### src/rtl/timed_event_queue.sv
// Timestamped command queue for the RTIO clock domain: holds {timestamp, data}
// entries in write order and releases the head once the shared counter reaches it.
module timed_event_queue #(
   parameter int DATA_WIDTH      = 32,
   parameter int FIFO_DEPTH      = 16,
   parameter int FIFO_ADDR_WIDTH = 4
) (
   input  logic                     rtio_clk,
   input  logic                     reset,
   input  logic                     auto_start,
   input  logic [63:0]              counter,
   input  logic                     in_valid,
   output logic                     in_ready,
   input  logic [63:0]              in_timestamp,
   input  logic [DATA_WIDTH-1:0]    in_data,
   output logic                     out_valid,
   output logic [63:0]              out_timestamp,
   output logic [DATA_WIDTH-1:0]    out_data,
   output logic                     late,
   output logic                     late_sticky,
   input  logic                     late_clear,
   output logic [FIFO_ADDR_WIDTH:0] fifo_count
);

   localparam logic [FIFO_ADDR_WIDTH:0] FULL_COUNT = (FIFO_ADDR_WIDTH+1)'(FIFO_DEPTH);

   logic [63:0]                ts_mem   [FIFO_DEPTH];
   logic [DATA_WIDTH-1:0]      data_mem [FIFO_DEPTH];
   logic [FIFO_ADDR_WIDTH-1:0] wr_ptr;
   logic [FIFO_ADDR_WIDTH-1:0] rd_ptr;
   logic [63:0]                head_ts;
   logic [DATA_WIDTH-1:0]      head_data;
   logic                       do_write;
   logic                       do_fire;
   logic                       fire_late;

   // First-word fall-through: the head entry is visible without a read cycle.
   assign head_ts   = ts_mem[rd_ptr];
   assign head_data = data_mem[rd_ptr];

   // Registered count only, so a same-cycle pop never frees room for a write.
   assign in_ready = !reset && (fifo_count != FULL_COUNT);

   always_comb begin
      // NOTE: every combinational output gets a default first, so no path leaves it unassigned (no latch).
      do_write  = 1'b0;
      do_fire   = 1'b0;
      fire_late = 1'b0;
      if (in_valid && in_ready)
         do_write = 1'b1;
      if (auto_start && (fifo_count != '0) && (counter >= head_ts)) begin
         do_fire   = 1'b1;
         fire_late = (counter > head_ts);
      end
   end

   // NOTE: storage is deliberately not reset; the pointers and count decide what is valid.
   always_ff @(posedge rtio_clk) begin
      if (do_write) begin
         ts_mem[wr_ptr]   <= in_timestamp;
         data_mem[wr_ptr] <= in_data;
      end
   end

   // NOTE: sequential state uses non-blocking assignments so every register samples pre-edge values.
   always_ff @(posedge rtio_clk) begin
      if (reset) begin
         wr_ptr     <= '0;
         rd_ptr     <= '0;
         fifo_count <= '0;
      end else begin
         if (do_write)
            wr_ptr <= wr_ptr + 1'b1;
         if (do_fire)
            rd_ptr <= rd_ptr + 1'b1;
         case ({do_write, do_fire})
            2'b10:   fifo_count <= fifo_count + 1'b1;
            2'b01:   fifo_count <= fifo_count - 1'b1;
            default: fifo_count <= fifo_count;
         endcase
      end
   end

   // Event strobes pulse for one cycle; timestamp and payload hold until the next release.
   always_ff @(posedge rtio_clk) begin
      if (reset) begin
         out_valid     <= 1'b0;
         out_timestamp <= '0;
         out_data      <= '0;
         late          <= 1'b0;
         late_sticky   <= 1'b0;
      end else begin
         out_valid <= do_fire;
         late      <= fire_late;
         if (do_fire) begin
            out_timestamp <= head_ts;
            out_data      <= head_data;
         end
         if (fire_late)
            late_sticky <= 1'b1;
         else if (late_clear)
            late_sticky <= 1'b0;
      end
   end

endmodule

### config.mk
export PLATFORM = sky130hd
export DESIGN_NAME = timed_event_queue
export DESIGN_NICKNAME = d
export VERILOG_FILES = /design/src/rtl/timed_event_queue.sv
export SDC_FILE = /design/constraint.sdc
export NUM_CORES = 1
export LEC_CHECK = 0
export ABC_AREA = 0
export ABC_CLOCK_PERIOD_IN_PS = 29900
export CELL_PAD_IN_SITES_DETAIL_PLACEMENT = 0
export CELL_PAD_IN_SITES_GLOBAL_PLACEMENT = 2
export CORE_ASPECT_RATIO = 0.7
export CORE_MARGIN = 1.5
export CORE_UTILIZATION = 50
export CTS_CLUSTER_SIZE = 10
export DETAILED_ROUTE_END_ITERATION = 8
export PLACE_DENSITY = 0.87
export SETUP_SLACK_MARGIN = 0.15
export SYNTH_ARGS = -nofsm -noshare
export SYNTH_HDL_FRONTEND = slang
export SYNTH_SLANG_ARGS = --single-unit
### constraint.sdc
create_clock -name rtio_clk -period 29.9 [get_ports rtio_clk]
set_clock_uncertainty 0.2 [all_clocks]
set_input_delay 4.485 -clock rtio_clk [delete_from_list [all_inputs] [get_ports rtio_clk]]
set_output_delay 4.485 -clock rtio_clk [all_outputs]
set_load 0.1 [all_outputs]
==> flow_metrics.py <==
metrics = {
    "worst_setup_path": {
        "worstPathArrival_ps": 6250,
        "worstPathRequired_ps": 25220,
        "cp_max_fo": 111,
        "path_cells": "buf_6 -> nor2_1 -> clkdlybuf4s50_1",
        "slowest_stage": "clkdlybuf4s50_1",
        "start_kind": "primary input",
        "cpPeakStageDelay_ps": 1000,
        "worst-setup-path-type": "primary input to primary output",
        "end_kind": "primary output",
    },
    "sta": {
        "slew_headroom": 0.2122,
        "tns_ps": 0,
        "finalHoldViolations": 0,
        "post-route-period-util": 0.3656,
        "hold_ws_ps": 257.4,
        "fin_crit_ps": 10930,
        "rsz0062_at_grt": "no",
        "fin_ws_ps": 18970,
        "finalMaxSlewViolations": 0,
        "max_freq_ghz": 0.09149,
        "finalSetupViolations": 0,
        "tightest_slew_ps": 1182,
    },
    "final_layout": {
        "layout-drive-gt1-share": 0.2268,
        "mostFrequentLayoutCells": "edfxtp_1, mux4_2, clkdlybuf4s50_1, nand2b_1, clkbuf_16",
        "final_util": 0.5868,
        "final_cell_area_um2": 74500,
        "area_growth_pct": 15.83,
        "fin_cells": 5111,
        "final_nets": 3498,
        "final_common_cell": "edfxtp_1",
        "nFillCells": 8742,
    },
    "die": {
        "rows": 109,
        "initial_core_util": 0.5066,
        "core_area_um2": 127000,
        "die_x_um": 431.7,
        "die-area_um2": 130800,
        "dieHeight_um": 303.1,
        "ios": 270,
    },
    "synthesis": {
        "yosys_warnings": 0,
        "yosysUniqueCellTypes": 47,
        "synth_edf_count": 1536,
        "synth.cell_area_um2": 64320,
        "syn_inst": 2898,
        "synth_nets": 3137,
        "postSynth.asyncResetShare": 0,
        "yosys.area.top_type": "edfxtp_1",
        "synth_ff_type": "edfxtp_1",
        "yosysTopAreaCellShare": 0.7171,
        "yosysSeqAreaShare": 0.7532,
        "ys_top_cells_by_area": "edfxtp_1, mux4_2, dfxtp_1",
        "syn_area_per_cell_um2": 22.20,
        "synth-seq-cells": 1652,
    },
    "placed_design": {
        "placed_cells": 4793,
        "place.gp.congestion": 0.7899,
        "pre_cts_slack_ps": 18930,
        "hpwl_um": 82560,
        "dpl_cell_area_um2": 69090,
        "portBuffers": 269,
    },
    "clocking": {
        "cts-root-buf": "clkbuf_16",
        "post_cts_buffers": 0,
        "tritoncts": "yes",
        "post_cts_resized": 0,
        "cts_sinks": 1652,
        "cts_buffers": 184,
        "clk_pin_slew_ps": 50,
        "cts_hold_buf": 0,
        "cts_htree_levels": 4,
        "clk_path_buf_depth": 3,
        "insertion_delay_ps": 810,
    },
    "global_routing": {
        "grt_max_degree": 120,
        "antenna_found_initial": 18,
        "grt_pass1_wl_um": 220400,
        "overflow": 0,
        "track_usage": 0.2360,
        "grt_pass1_vias": 32001,
    },
    "pwr": {
        "p_per_area_nw_per_um2": 66.70,
        "ir_drop_mv": 0.05871,
        "power_mw": 4.969,
        "power_leakage_nw": 23.33,
    },
    "outcome": {
        "status": "completed",
    },
    "routing": {
        "drt-pass1-iter-count": 5,
        "routed_via_density": 6.017,
        "drc_errors": 0,
        "via_count": 30755,
        "drt_iter0_drc": 3223,
        "ant_nets": 0,
        "post_drt_wl_per_cell_um": 29.90,
        "drt-total-wl_um": 152800,
    },
    "worst_hold_path": {
        "hold_class": "flip-flop to flip-flop",
    },
    "job": {
        "drv_cap": 0,
    },
}
## flip-flops by register name (all words and copies together) (netlist names), 4 cells and up, named ones only
register and cells:
ts_mem 1024, data_mem 512, out_timestamp 64, out_data 32
fifo_count 5, rd_ptr 4, wr_ptr 4
## cells in the mapped netlist (11+ instances only)
cell,number
nand2_1,27
ha_1,73
inv_1,74
nand2b_1,196
nor2_1,33
dfxtp_1,116
mux4_2,480
nand4_1,11
a21oi_1,35
mux2i_1,97
o21ai_0,12
buf_1,23
clkbuf_1,97
edfxtp_1,1536
buf_2,20
## worst max-delay path, delay by kind of cell
family        cells  cell delay [ps]
buf+inv           2             1600
simple gates      1              140
## where the power goes
part           internal, mW  switching [mW]  total [mW]  leakage, nW
clock network          1.19           0.864        2.05         2.58
registers              2.55          0.0144        2.56         14.8
logic                 0.144           0.209       0.354         5.97
## path summary, 6_finish.rpt
kind / end / slack [ps] / cells after the start / from
hold reg to reg: late_sticky / 260 / 1 / late_sticky
setup reg to reg: fifo_count[4] / 20220 / 23 / flip-flop
hold / removal: late_sticky / 260 / 1 / late_sticky
setup / recovery: in_ready / 18970 / 3 / reset
## layout make-up
cell class	count	area, um2	share of cell area
clock buffer	299	5151	0.06914
tap	1720	2152	0.02889
clock inverter	14	252.7	0.003392
sequential	1652	48470	0.6506
antenna	5	12.51	0.0001679
timing repair buffer	321	3119	0.04187
multi-input combinational	1025	15060	0.2021
inverter	75	282.8	0.003795
## cell families after synthesis
kind of cell,Yosys count,share of synthesized area
DFF,1652,0.7532
xor gates and xnor gates,7,0.0009532
and+or+nand+nor,291,0.02609
muxes,581,0.1839
buffers and inverters,221,0.01449
AOI/OAI and AO/OA,72,0.006906
adders and majority gates,74,0.01451
## layer usage
metal  track usage  share of wire  up-vias
met2        0.3866           0.50     1386
met5             0        0.00076        -
met3       0.04734          0.078      234
li1              -              -    12726
met1        0.3188           0.40    16391
met4       0.08442          0.027       18
Note: power is estimated with default switching activity, not from simulation.
